## src/rtl/ariane_dfx_ctrl_pkg.sv

```systemverilog
// Shared types and constants for the Ariane DFX reconfiguration sequencer.
// State encoding is visible on state_o, so the values are fixed.
package ariane_dfx_ctrl_pkg;

    typedef enum logic [2:0] {
        DFX_IDLE     = 3'd0,
        DFX_SHUTDOWN = 3'd1,
        DFX_DECOUPLE = 3'd2,
        DFX_GRANT    = 3'd3,
        DFX_RESET    = 3'd4,
        DFX_RECOUPLE = 3'd5
    } dfx_state_e;

    localparam logic [15:0] DFX_CNT_SAT = 16'hFFFF;

    function automatic logic [15:0] dfx_sat_inc(input logic [15:0] val);
        return (val == DFX_CNT_SAT) ? val : val + 16'd1;
    endfunction

endpackage

```

## src/rtl/ariane_dfx_timer.sv

```systemverilog
// Loadable down-counter shared by every timed state of the DFX sequencer.
// Counts down to zero and holds there until reloaded.
module ariane_dfx_timer #(
    parameter int CntW = 32
) (
    input  logic            clk_i,
    input  logic            rst_ni,
    input  logic            load_i,
    input  logic [CntW-1:0] load_val_i,
    output logic            zero_o
);

    logic [CntW-1:0] count_q, count_d;

    always_comb begin
        count_d = count_q;
        if (load_i) begin
            count_d = load_val_i;
        end else if (count_q != '0) begin
            count_d = count_q - CntW'(1);
        end
    end

    always_ff @(posedge clk_i or negedge rst_ni) begin
        if (!rst_ni) begin
            count_q <= '0;
        end else begin
            count_q <= count_d;
        end
    end

    assign zero_o = (count_q == '0);

endmodule

```

## src/rtl/ariane_dfx_ctrl.sv

```systemverilog
// Sequencer driving the Ariane core DFX controls: quiesce, decouple, grant, RP reset, recouple.
// Define ARIANE_DFX_CTRL_STATS_EN to build the saturating sequence/timeout counters.
module ariane_dfx_ctrl
    import ariane_dfx_ctrl_pkg::*;
#(
    parameter int TimeoutCycles = 1024,
    parameter int RstCycles     = 16,
    parameter int SettleCycles  = 4,
    parameter int CntW          = 32
) (
    input  logic        clk_i,
    input  logic        rst_ni,
    input  logic        reconfig_req_i,
    input  logic        reconfig_done_i,
    input  logic        shutdown_ack_i,
    input  logic        err_clr_i,
    output logic        shutdown_req_o,
    output logic        dfx_decouple_o,
    output logic        rp_reset_o,
    output logic        reconfig_grant_o,
    output logic        busy_o,
    output logic        timeout_err_o,
    output logic [2:0]  state_o,
    output logic [15:0] reconfig_cnt_o,
    output logic [15:0] timeout_cnt_o
);

    localparam logic [CntW-1:0] TimeoutLoad = CntW'(TimeoutCycles - 1);
    localparam logic [CntW-1:0] RstLoad     = CntW'(RstCycles - 1);
    localparam logic [CntW-1:0] SettleLoad  = CntW'(SettleCycles - 1);

    dfx_state_e      state_q, state_d;
    logic            tmr_load, tmr_zero, forced_exit;
    logic [CntW-1:0] tmr_val;
    logic            err_q, err_d;
    logic            shutdown_req_q, shutdown_req_d;
    logic            decouple_q, decouple_d;
    logic            rp_reset_q, rp_reset_d;
    logic            grant_q, grant_d;
    logic            busy_q, busy_d;

    ariane_dfx_timer #(.CntW(CntW)) u_timer (
        .clk_i      (clk_i),
        .rst_ni     (rst_ni),
        .load_i     (tmr_load),
        .load_val_i (tmr_val),
        .zero_o     (tmr_zero)
    );

    always_comb begin
        state_d     = state_q;
        tmr_load    = 1'b0;
        tmr_val     = '0;
        forced_exit = 1'b0;
        case (state_q)
            DFX_IDLE: begin
                if (reconfig_req_i) begin
                    state_d  = DFX_SHUTDOWN;
                    tmr_load = 1'b1;
                    tmr_val  = TimeoutLoad;
                end
            end
            DFX_SHUTDOWN: begin
                // An ack arriving on the last timer cycle still counts as a clean quiesce.
                if (shutdown_ack_i || tmr_zero) begin
                    state_d     = DFX_DECOUPLE;
                    tmr_load    = 1'b1;
                    tmr_val     = SettleLoad;
                    forced_exit = !shutdown_ack_i;
                end
            end
            DFX_DECOUPLE: begin
                if (tmr_zero) begin
                    state_d = DFX_GRANT;
                end
            end
            DFX_GRANT: begin
                if (reconfig_done_i) begin
                    state_d  = DFX_RESET;
                    tmr_load = 1'b1;
                    tmr_val  = RstLoad;
                end
            end
            DFX_RESET: begin
                if (tmr_zero) begin
                    state_d  = DFX_RECOUPLE;
                    tmr_load = 1'b1;
                    tmr_val  = SettleLoad;
                end
            end
            DFX_RECOUPLE: begin
                if (tmr_zero) begin
                    state_d = DFX_IDLE;
                end
            end
            default: state_d = DFX_IDLE;
        endcase
    end

    // Outputs are decoded from the next state so they change on the same edge as state_o.
    always_comb begin
        shutdown_req_d = state_d inside {DFX_SHUTDOWN, DFX_DECOUPLE, DFX_GRANT, DFX_RESET};
        decouple_d     = state_d inside {DFX_DECOUPLE, DFX_GRANT, DFX_RESET};
        rp_reset_d     = (state_d == DFX_RESET);
        grant_d        = (state_d == DFX_GRANT);
        busy_d         = (state_d != DFX_IDLE);
        err_d          = err_q;
        if (err_clr_i) begin
            err_d = 1'b0;
        end
        if (forced_exit) begin
            err_d = 1'b1;
        end
    end

    always_ff @(posedge clk_i or negedge rst_ni) begin
        if (!rst_ni) begin
            state_q        <= DFX_IDLE;
            err_q          <= 1'b0;
            shutdown_req_q <= 1'b0;
            decouple_q     <= 1'b0;
            rp_reset_q     <= 1'b0;
            grant_q        <= 1'b0;
            busy_q         <= 1'b0;
        end else begin
            state_q        <= state_d;
            err_q          <= err_d;
            shutdown_req_q <= shutdown_req_d;
            decouple_q     <= decouple_d;
            rp_reset_q     <= rp_reset_d;
            grant_q        <= grant_d;
            busy_q         <= busy_d;
        end
    end

    assign shutdown_req_o   = shutdown_req_q;
    assign dfx_decouple_o   = decouple_q;
    assign rp_reset_o       = rp_reset_q;
    assign reconfig_grant_o = grant_q;
    assign busy_o           = busy_q;
    assign timeout_err_o    = err_q;
    assign state_o          = state_q;

`ifdef ARIANE_DFX_CTRL_STATS_EN
    logic [15:0] reconfig_cnt_q, reconfig_cnt_d;
    logic [15:0] timeout_cnt_q, timeout_cnt_d;

    always_comb begin
        reconfig_cnt_d = reconfig_cnt_q;
        timeout_cnt_d  = timeout_cnt_q;
        if (state_q == DFX_RECOUPLE && state_d == DFX_IDLE) begin
            reconfig_cnt_d = dfx_sat_inc(reconfig_cnt_q);
        end
        if (forced_exit) begin
            timeout_cnt_d = dfx_sat_inc(timeout_cnt_q);
        end
    end

    always_ff @(posedge clk_i or negedge rst_ni) begin
        if (!rst_ni) begin
            reconfig_cnt_q <= '0;
            timeout_cnt_q  <= '0;
        end else begin
            reconfig_cnt_q <= reconfig_cnt_d;
            timeout_cnt_q  <= timeout_cnt_d;
        end
    end

    assign reconfig_cnt_o = reconfig_cnt_q;
    assign timeout_cnt_o  = timeout_cnt_q;
`else
    assign reconfig_cnt_o = '0;
    assign timeout_cnt_o  = '0;
`endif

endmodule

```

## config.mk

```make
export PLATFORM = sky130hd
export DESIGN_NAME = ariane_dfx_ctrl
export DESIGN_NICKNAME = d
export VERILOG_FILES = /design/src/rtl/ariane_dfx_ctrl_pkg.sv /design/src/rtl/ariane_dfx_timer.sv /design/src/rtl/ariane_dfx_ctrl.sv
export SDC_FILE = /design/constraint.sdc
export NUM_CORES = 1
export LEC_CHECK = 0
export BUFFER_PORTS_ARGS = -buffer_cell sky130_fd_sc_hd__clkbuf_2
export CORE_ASPECT_RATIO = 0.75
export CORE_UTILIZATION = 55
export CTS_CLUSTER_SIZE = 12
export DETAILED_ROUTE_END_ITERATION = 12
export PLACE_DENSITY = 0.89
export SKIP_LAST_GASP = 1
export SLEW_MARGIN = 10
export SYNTH_ARGS = -nofsm -noshare
export SYNTH_HDL_FRONTEND = slang
export SYNTH_SLANG_ARGS = --single-unit
```

## constraint.sdc

```tcl
create_clock -name clk_i -period 2.6 [get_ports clk_i]
set_input_delay 0.78 -clock clk_i [delete_from_list [all_inputs] [get_ports clk_i]]
set_output_delay 0.78 -clock clk_i [all_outputs]
set_load 0.05 [all_outputs]
```

==> flow_metrics.tcl, run 1 <==
set metrics [dict create \
    status "finished clean" \
    vias 1898 \
    worst_slew_pin_slew_ns 0.609 \
    area.growth.synth_to_final_pct 4.29 \
    synth_warnings 0 \
    row_count 20 \
    synth_compound_area_share_pct 13.2 \
    fillers 345 \
    grt_pass1_vias 1626 \
    power.density_mw_per_mm2 951 \
    holdBufCountCts 0 \
    synth_mux_area_share_pct 1.28 \
    port_buffers 14 \
    worst_clock_skew_ns 0.00436 \
    timing.final.crit_period_ns 2.44 \
    start_util_pct 59.0 \
    power_leakage_nw 1.15 \
    gp_congestion 0.823 \
    syn_avg_cell_area_um2 9.21 \
    critPathRequiredTime_ns 2.82 \
    viasPerCell 5.68 \
    irDropWorstVdd_mv 0.741 \
    clock.fmax_mhz 409 \
    cts_tree "done" \
    synth_top_family_by_area "simple AND/OR/NAND/NOR gates" \
    tns_ns 0 \
    grt_max_degree 26 \
    hold_viol_final 0 \
    synth_cell_types 48 \
    path_clk_slew_ns 0.07 \
    diodes 0 \
    grt_first_pass_wirelength_um 7620 \
    ios 47 \
    clock_path_buffers 2 \
    finalSetupViolCount 0 \
    numCtsBuffers 5 \
    cp_data_arrival_time_ns 2.67 \
    grt_usage_pct 21.4 \
    cp_common_cell "or4_1" \
    cts_sinks 41 \
    netlist_area_mm2 0.00245 \
    maxCapViolations 0 \
    place_area_mm2 0.00245 \
    die_x_um 79.1 \
    routedWlPerCell_um 13.9 \
    synthAdderAreaFrac_pct 1.02 \
    dp_cells 326 \
    core_area_mm2 0.00415 \
    synth_edf_count 0 \
    ant_nets 0 \
    fin_area_mm2 0.00255 \
    ys_seq_elements 41 \
    max_stage_delay_ns 0.67 \
    netlist_instances 266 \
    finalNonFillerCells 334 \
    htreeDepth 2 \
    layout-drive-gt1-share_pct 13.6 \
    max_slew_margin_pct 58.3 \
    clockRootBuffer "clkbuf_8" \
    antenna_found_initial 0 \
    grt_setup_unrepaired "no" \
    finalMaxSlewViolations 0 \
    async_flop_share_pct 100 \
    die_h_um 59.8 \
    crit_type "flop to flop" \
    synth-xor-area-share_pct 6.44 \
    first_pass_iters 5 \
    crit_path_start_kind "flop" \
    final_common_cell "dfrtp_1" \
    synth-main-ff-cell "dfrtp_1" \
    cpLargestDelayFamily "simple AND/OR/NAND/NOR gates" \
    route.detailed.drc 0 \
    crit_chain "nor4_2, nand2_1, or4_1, or4_1, a21oi_1" \
    hold_path_class "input pin to asynchronous set/reset pin" \
    clkLatencyLatePin_ns 0.30 \
    fin_crit_sh_pct 94.0 \
    drt_iter0_drc 161 \
    drt_wl_total_um 4650 \
    nNetsFinal 286 \
    dieArea_mm2 0.00473 \
    yosys.area_share.simple_pct 22.9 \
    critPathCaptureType "flop" \
    ys_seq_area_share_pct 41.9 \
    cp_num_buf_inv 0 \
    dp_hpwl_um 3290 \
    r2r_slack_ns 0.16 \
    cp_max_fo 7 \
    gr-total-overflow 0 \
    cp_slowest_cell "or4_1" \
    mostFrequentLayoutCells "41 x dfrtp_1, 32 x conb_1, 19 x nor2_1, 18 x nand2_1, 16 x o21ai_0" \
]
[cells in the mapped netlist, drive strengths merged, types with 2 or more instances]
cell	n	area share, %
mux2i	2	0.82
and2	2	0.51
a21o	2	0.61
nand3b	2	0.61
nor3	4	0.82
nand4	3	0.77
nand2	18	2.8
nor3b	3	0.92
o31ai	7	2.1
dfrtp	41	42
ha	2	1.0
nand2b	3	0.77
xor2	5	1.8
a21oi	14	2.9
nand3	6	1.6
xnor2	13	4.6
or4	10	3.1
nor2	19	2.9
a211oi	3	0.92
nor4	11	3.7
or3	10	2.6
or2	2	0.51
o21ai	17	3.5
clkbuf	8	1.3
buf	37	11
inv	7	1.1
[timing repair]
item                                    CTS  global route
setup buffers                             0             0
gates resized for setup                   0             1
endpoints found under the setup margin    0             1
[flip-flops by register name (all words and copies together), names as in the netlist]
name and cells:
dfx_decouple_o 1, timeout_err_o 1, rp_reset_o 1, u_timer.count_q 32, state_o 3, shutdown_req_o 1, reconfig_grant_o 1, busy_o 1
[worst reg2reg max path, delay by kind of cell, from the launching register on]
| family | cells | cell delay, ns |
|---|---|---|
| AND/OR/NAND/NOR | 4 | 1.79 |
| flip-flops | 1 | 0.42 |
| AO/OA/AOI/OAI | 1 | 0.16 |
[cells by family after synthesis]
| logic type | after synthesis |
|---|---|
| buffers and inverters | 52 |
| other | 1 |
| AO/OA/AOI/OAI | 52 |
| AND/OR/NAND/NOR | 97 |
| XOR/XNOR | 18 |
| multiplexers | 3 |
| flip-flops | 41 |
| adder cells (fa/ha/maj) | 2 |
[power by group]
| part | total (mW) | internal [mW] | switching [mW] |
|---|---|---|---|
| Sequential | 0.960 | 0.773 | 0.187 |
| Clock | 0.456 | 0.240 | 0.216 |
| Combinational | 1.01 | 0.307 | 0.707 |
[worst paths after layout]
path | start | endpoint | cells after the start
setup reg to reg | u_timer.count_q[14]$_DFFE_PN0P_ | u_timer.count_q[28]$_DFFE_PN0P_ | 5
min in group clk_i | timeout_err_o$_DFFE_PN0P_ | timeout_err_o$_DFFE_PN0P_ | 1
hold / removal | rst_ni | u_timer.count_q[25]$_DFFE_PN0P_ | 1
setup / recovery | u_timer.count_q[14]$_DFFE_PN0P_ | u_timer.count_q[28]$_DFFE_PN0P_ | 5
max in group asynchronous | rst_ni | u_timer.count_q[29]$_DFFE_PN0P_ | 2
hold reg to reg | timeout_err_o$_DFFE_PN0P_ | timeout_err_o$_DFFE_PN0P_ | 1
[metal layers]
layer  vias to the layer above  wire [µm]  GRT usage (%)
li1                        909          -              -
met2                        54       1980           29.1
met3                        11        258           4.89
met5                         -          0              0
met4                         0         95           10.4
met1                       924       2320           32.0
[per-stage QoR]
| stage | utilization (%) | hold slack [ns] | power [mW] | setup WS, ns |
|---|---|---|---|---|
| after CTS | 61.4 | 0.416 | 2.43 | 0.130 |
| after global routing | 61.5 | 0.426 | 2.57 | 0.0440 |
| final | 61.5 | 0.399 | 2.43 | 0.157 |
| after floorplan | - | 0.484 | 1.78 | 0.364 |
| after detailed placement | 58.9 | 0.512 | 1.96 | 0.153 |
| after global placement | 58.9 | 0.481 | 1.93 | 0.227 |
[area by class of cell]
class	count	area (µm²)	area share (%)
multi-input combinational	204	1220	47.9
sequential	41	1030	40.2
timing repair buffer	19	108	4.21
clock buffer	7	96.3	3.77
tap	55	68.8	2.69
inverter	7	26.3	1.03
clock inverter	1	5.00	0.196
Power figures use the tool's default switching activity.
==> run 2, diff against run 1 <==
RECOVER_POWER = 100   (was unset)
SLEW_MARGIN = unset   (was 10)
==> run 2 against run 1 <==
Compared with the run above: clock power is essentially flat; clock skew is essentially flat; cell area shrank 0.83%; critical endpoint unchanged.
==> flow_metrics.tcl, run 2 (synthesis results as in run 1) <==
set metrics [dict create \
    r2r_slack_ns 0.15 \
    met1_usage_pct 32.0 \
    cts_tree "done" \
    grt_setup_unrepaired "no" \
    timing.final.crit_period_ns 2.45 \
    drt_wl_total_um 4650 \
    cp_max_fo 7 \
    top_register "u_timer.count_q" \
    fillers 356 \
    grt_usage_pct 21.4 \
    grt_first_pass_wirelength_um 7620 \
    layout-drive-gt1-share_pct 9.68 \
    dp_hpwl_um 3290 \
    hold_end "timeout_err_o$_DFFE_PN0P_" \
    clkLatencyLatePin_ns 0.30 \
    irDropWorstVdd_mv 0.734 \
    holdBufCountCts 0 \
    max_slew_margin_pct 41.2 \
    hold_path_class "flop to flop" \
    tns_ns 0 \
    finalMaxSlewViolations 0 \
    critPathRequiredTime_ns 2.82 \
    worst_clock_skew_ns 0.00438 \
    area.growth.synth_to_final_pct 3.42 \
    gp_congestion 0.823 \
    met3_usage_pct 4.89 \
    power.density_mw_per_mm2 951 \
    numCtsBuffers 5 \
    htreeDepth 2 \
    clockRootBuffer "clkbuf_8" \
    clock.fmax_mhz 408 \
    clock_path_buffers 2 \
    worst_slew_pin_slew_ns 0.882 \
    ant_nets 0 \
    die_x_um 79.1 \
    viasPerCell 5.64 \
    worstSetupStartpoint "u_timer.count_q[14]$_DFFE_PN0P_" \
    row_count 20 \
    drt_iter0_drc 169 \
    use_met2_pct 29.1 \
    nNetsFinal 286 \
    routedWlPerCell_um 13.9 \
    cp_data_arrival_time_ns 2.67 \
    status "finished clean" \
    maxCapViolations 0 \
    core_area_mm2 0.00415 \
    ios 47 \
    reg2reg_from "u_timer.count_q[14]$_DFFE_PN0P_" \
    r2r-end "u_timer.count_q[28]$_DFFE_PN0P_" \
    grt_max_degree 26 \
    seqCellArea_mm2 0.00103 \
    diodes 0 \
    power_leakage_nw 1.12 \
    dieArea_mm2 0.00473 \
    final_common_cell "dfrtp_1" \
    fin_crit_sh_pct 94.2 \
    finalSetupViolCount 0 \
    vias 1884 \
    first_pass_iters 6 \
    start_util_pct 59.0 \
    hp-start "timeout_err_o$_DFFE_PN0P_" \
    critPathCaptureType "flop" \
    cts_sinks 41 \
    route.detailed.drc 0 \
    grt_pass1_vias 1626 \
    port_buffers 14 \
    antenna_found_initial 0 \
    crit_path_start_kind "flop" \
    die_h_um 59.8 \
    crit_type "flop to flop" \
    multi_input_area_mm2 0.00122 \
    power_mw 2.41 \
    largest_reg_flops 32 \
    hold_viol_final 0 \
    gr-total-overflow 0 \
    reg2regPathDepth 5 \
    path_clk_slew_ns 0.07 \
    whs_path_depth 1 \
    grt.busiest_layer "met1" \
    mostFrequentLayoutCells "41 x dfrtp_1, 32 x conb_1, 19 x nor2_1, 18 x nand2_1, 16 x o21ai_0" \
]
## run 2: changes by cell type in the layout (fill, tap and decap cells not counted)
cell / previous run / this run
clkbuf_1: 0 / 11
clkbuf_2: 14 / 6
buf_4: 5 / 2
## run 2: worst max path at each step
stage | slack, ns | cells after the start | endpoint
2_1_floorplan | 0.36 | 6 | u_timer.count_q[28]$_DFFE_PN0P_
3_3_place_gp | 0.23 | 5 | u_timer.count_q[31]$_DFFE_PN0P_
3_5_place_dp | 0.15 | 5 | u_timer.count_q[28]$_DFFE_PN0P_
4_1_cts | 0.13 | 5 | u_timer.count_q[28]$_DFFE_PN0P_
5_1_grt | 0.04 | 5 | u_timer.count_q[28]$_DFFE_PN0P_
6_report | 0.15 | 5 | u_timer.count_q[28]$_DFFE_PN0P_
## run 2: area by class of cell
type | instances | area share, %
multi-input cells | 204 | 48.3
flip-flops and latches | 41 | 40.5
clock buffers | 7 | 3.80
repair buffers | 19 | 3.41
well taps | 55 | 2.72
inverters | 7 | 1.04
clock inverters | 1 | 0.198
## run 2: worst max-delay path, cell delays in order (launching register included)
cell and delay [ns]:
dfrtp_1 0.42, nor4_2 0.45, nand2_1 0.21, or4_1 0.68
or4_1 0.45, a21oi_1 0.16
## run 2: per-stage QoR
stage,hold slack (ns),instances,utilization [%],setup slack [ns],instance area [µm²]
finish,0.530,334,61.0,0.152,2530
global route,0.552,334,61.0,0.0373,2530
CTS,0.416,334,61.4,0.130,2550
detailed placement,0.512,326,58.9,0.153,2450
global placement,0.481,326,58.9,0.227,2450
floorplan,0.484,297,-,0.364,2570
## run 2: report_power, final
group | total [mW] | internal, mW | switching (mW)
combinational | 0.995 | 0.287 | 0.707
sequential | 0.957 | 0.773 | 0.183
clock | 0.458 | 0.240 | 0.218
total | 2.41 | 1.30 | 1.11
## run 2: timing repair
action                     CTS  global route
resized for setup            0             1
setup endpoints to repair    0             1
setup buffers                0             0
## run 2: routing by layer
metal  vias up  wire length, µm
li1        908                -
met1       893             2260
met2        72             1960
met3        11              326
met4         0               95
met5         -                0
==> run 3, diff against run 2 <==
BUFFER_PORTS_ARGS = -buffer_cell sky130_fd_sc_hd__buf_2   (was -buffer_cell sky130_fd_sc_hd__clkbuf_2)
CORE_MARGIN = 10   (was unset)
SYNTH_HIERARCHICAL = 1   (was unset)
==> run 3 against run 2 <==
Compared with the run above: via count increased by 10%; flip-flop and latch count unchanged; maximum frequency increased by 3.1%; cell area increased by 12%; clock power decreased by 11%; global-route usage decreased by 6.9 points; worst hold slack got worse by 0.033 ns; utilization increased by 1.5 points; die area increased by 67%; sequential share of layout area decreased by 4.2 points; largest cell class unchanged; largest power group unchanged.
==> flow_metrics.tcl, run 3 <==
set metrics [dict create \
    gr-total-overflow 0 \
    ios 47 \
    first_pass_iters 4 \
    cp_max_fo 40 \
    finalSetupViolCount 0 \
    final_common_cell "conb_1" \
    cp_slowest_cell "dfrtp_1" \
    start_util_pct 57.5 \
    grt_pass1_vias 2042 \
    die_x_um 99.4 \
    fillers 392 \
    ys_top_cells_by_area "dfrtp_1 39%, buf_4 9.2%, xnor2_1 6.7%, nand2_1 4.6%, o31ai_1 4.3%" \
    vias 2080 \
    max_slew_margin_pct 33.5 \
    area.growth.synth_to_final_pct 8.66 \
    synth_edf_count 0 \
    routedWlPerCell_um 14.0 \
    multi_input_area_mm2 0.00147 \
    grt_first_pass_wirelength_um 9490 \
    maxCapViolations 0 \
    crit_path_start_kind "flop" \
    seqCellArea_mm2 0.00103 \
    p_sw_share_pct 48.0 \
    synth_warnings 6 \
    yosysTopAreaCell "dfrtp_1" \
    synth.most_common_cell "dfrtp_1" \
    antenna_found_initial 0 \
    worst_clock_skew_ns 0.00609 \
    timing.final.crit_period_ns 2.37 \
    holdBufCountCts 0 \
    hold_viol_final 0 \
    port_buffers 14 \
    cp_num_buf_inv 2 \
    synth_top_area_share_pct 39.5 \
    ys_seq_area_share_pct 39.5 \
    dieArea_mm2 0.00791 \
    crit_type "flop to flop" \
    postLayoutCoreUtil_pct 62.5 \
    fin_crit_sh_pct 91.3 \
    clkLatencyLatePin_ns 0.30 \
    path_clk_slew_ns 0.07 \
    ys_top_cells_by_count "41 x dfrtp_1, 32 x buf_4, 32 x nand2_1" \
    numCtsBuffers 5 \
    gp_congestion 0.900 \
    drt_iter0_drc 206 \
    ant_nets 0 \
    viasPerCell 5.35 \
    irDropWorstVdd_mv 0.794 \
    grt_setup_unrepaired "no" \
    dp_hpwl_um 4130 \
    clock.fmax_mhz 421 \
    die_h_um 79.5 \
    finalMaxSlewViolations 0 \
    max_stage_delay_ns 0.41 \
    cp_data_arrival_time_ns 2.56 \
    clock_path_buffers 2 \
    diodes 0 \
    cts_tree "done" \
    route.detailed.drc 0 \
    core_area_mm2 0.00452 \
    clockRootBuffer "clkbuf_8" \
    pwr-share-seq_pct 37.4 \
    critPathCaptureType "flop" \
    power.density_mw_per_mm2 1260 \
    grt_usage_pct 14.5 \
    netlist_area_mm2 0.00260 \
    grt_max_degree 42 \
    combPwrFrac_pct 51.2 \
    p_int_mw 1.85 \
    mostFrequentLayoutCells "54 x conb_1, 41 x dfrtp_1, 32 x nand2_1, 22 x nor2_1, 20 x xnor2_1" \
    top_register "u_timer/count_q" \
    cts_sinks 41 \
    row_count 21 \
    clockPowerShare_pct 11.4 \
    ys_seq_elements 41 \
    worst_slew_pin_slew_ns 0.997 \
    p_switching_mw 1.70 \
    power_leakage_nw 1.18 \
    drt_wl_total_um 5450 \
    netlist_instances 289 \
    syn_avg_cell_area_um2 9.00 \
    async_flop_share_pct 100 \
    crit_chain "inv_1, ha_1, nor2b_2, nand4_2, nor3_4, a22oi_1, o22ai_4, buf_12, and3b_1, a21oi_1, o41ai_1" \
    critPathRequiredTime_ns 2.78 \
    synth_cell_types 49 \
    cpLargestDelayFamily "simple AND/OR/NAND/NOR gates" \
    largest_reg_flops 32 \
    status "finished clean" \
    synth-main-ff-cell "dfrtp_1" \
    nNetsFinal 338 \
    hold_path_class "flop to flop" \
    whs_ns 0.497 \
    tns_ns 0 \
    layout-drive-gt1-share_pct 11.4 \
    htreeDepth 2 \
]
==> run 3: cell count changes after synthesis, sizes merged, moves of 3 or more <==
cell / change
xnor2: +7
or3: -5
nor2: +3
or4: -7
nand2: +14
o21ai: -3
a21oi: -7
nor3: +15
a211oi: -3
o31ai: +8
==> run 3: area by class of cell <==
class                   instances  area share (%)
clock buffers                   7            2.70
clock inverters                 1           0.266
inverters                       7           0.930
multi-input cells             251            51.9
flip-flops and latches         41            36.3
well taps                      57            2.52
repair buffers                 25            5.36
==> run 3: routing by layer <==
metal  track usage, %  routed length [µm]  up-vias
met5                0                   0        -
li1                 -                   -     1015
met2             21.9                2470       77
met3             4.41                 409       14
met1             18.5                2430      974
met4             7.14                 147        0
==> run 3: logic make-up after synthesis <==
family                     after synthesis  synth area share (%)
AOI/OAI and AO/OA                       51                  13.2
xor gates and xnor gates                24                  8.08
adders and majority gates                1                 0.481
buffers and inverters                   50                  12.6
DFF                                     41                  39.5
muxes                                    7                  2.84
other                                    1                 0.144
and+or+nand+nor                        114                  23.2
==> run 3: timing repair <==
item | CTS | global route
setup buffers | 0 | 0
endpoints found under the setup margin | 0 | 18
gates resized for setup | 0 | 3
==> run 3: through the flow <==
step                power, mW  std cells  setup WS, ns  cell area [µm²]
floorplan                2.75        342        0.0173             2820
global placement         3.06        381         0.285             2750
detailed placement       3.15        381         0.178             2750
CTS                      3.56        389         0.154             2830
global route             3.85        389        0.0113             2830
finish                   3.55        389         0.225             2830
==> run 3: power groups by stage <==
stage               Clock [mW]  Sequential, mW  Combinational (mW)
floorplan                    0            1.38                1.37
global placement             0            1.30                1.76
detailed placement           0            1.32                1.82
CTS                      0.418            1.31                1.83
global route             0.438            1.39                2.02
finish                   0.406            1.33                1.82
==> run 3: worst reg2reg max path: stages, from the launching register on <==
cell and delay (ns):
dfrtp_1 0.41, inv_1 0.10, ha_1 0.20, nor2b_2 0.22, nand4_2 0.19, nor3_4 0.19
a22oi_1 0.15, o22ai_4 0.19, buf_12 0.22, and3b_1 0.20, a21oi_1 0.11, o41ai_1 0.08
==> run 3: worst paths after layout <==
check | endpoint | cells past startpoint | slack, ns | from
setup / recovery | u_timer/count_q[9]$_DFFE_PN0P_ | 11 | 0.23 | u_timer/count_q[0]$_DFFE_PN0P_
hold / removal | timeout_err_o$_DFFE_PN0P_ | 2 | 0.50 | timeout_err_o$_DFFE_PN0P_
setup reg to reg | u_timer/count_q[9]$_DFFE_PN0P_ | 11 | 0.23 | u_timer/count_q[0]$_DFFE_PN0P_
hold reg to reg | timeout_err_o$_DFFE_PN0P_ | 2 | 0.50 | timeout_err_o$_DFFE_PN0P_
max in group asynchronous | u_timer/count_q[28]$_DFFE_PN0P_ | 2 | 1.27 | rst_ni
min in group asynchronous | timeout_err_o$_DFFE_PN0P_ | 2 | 0.72 | rst_ni
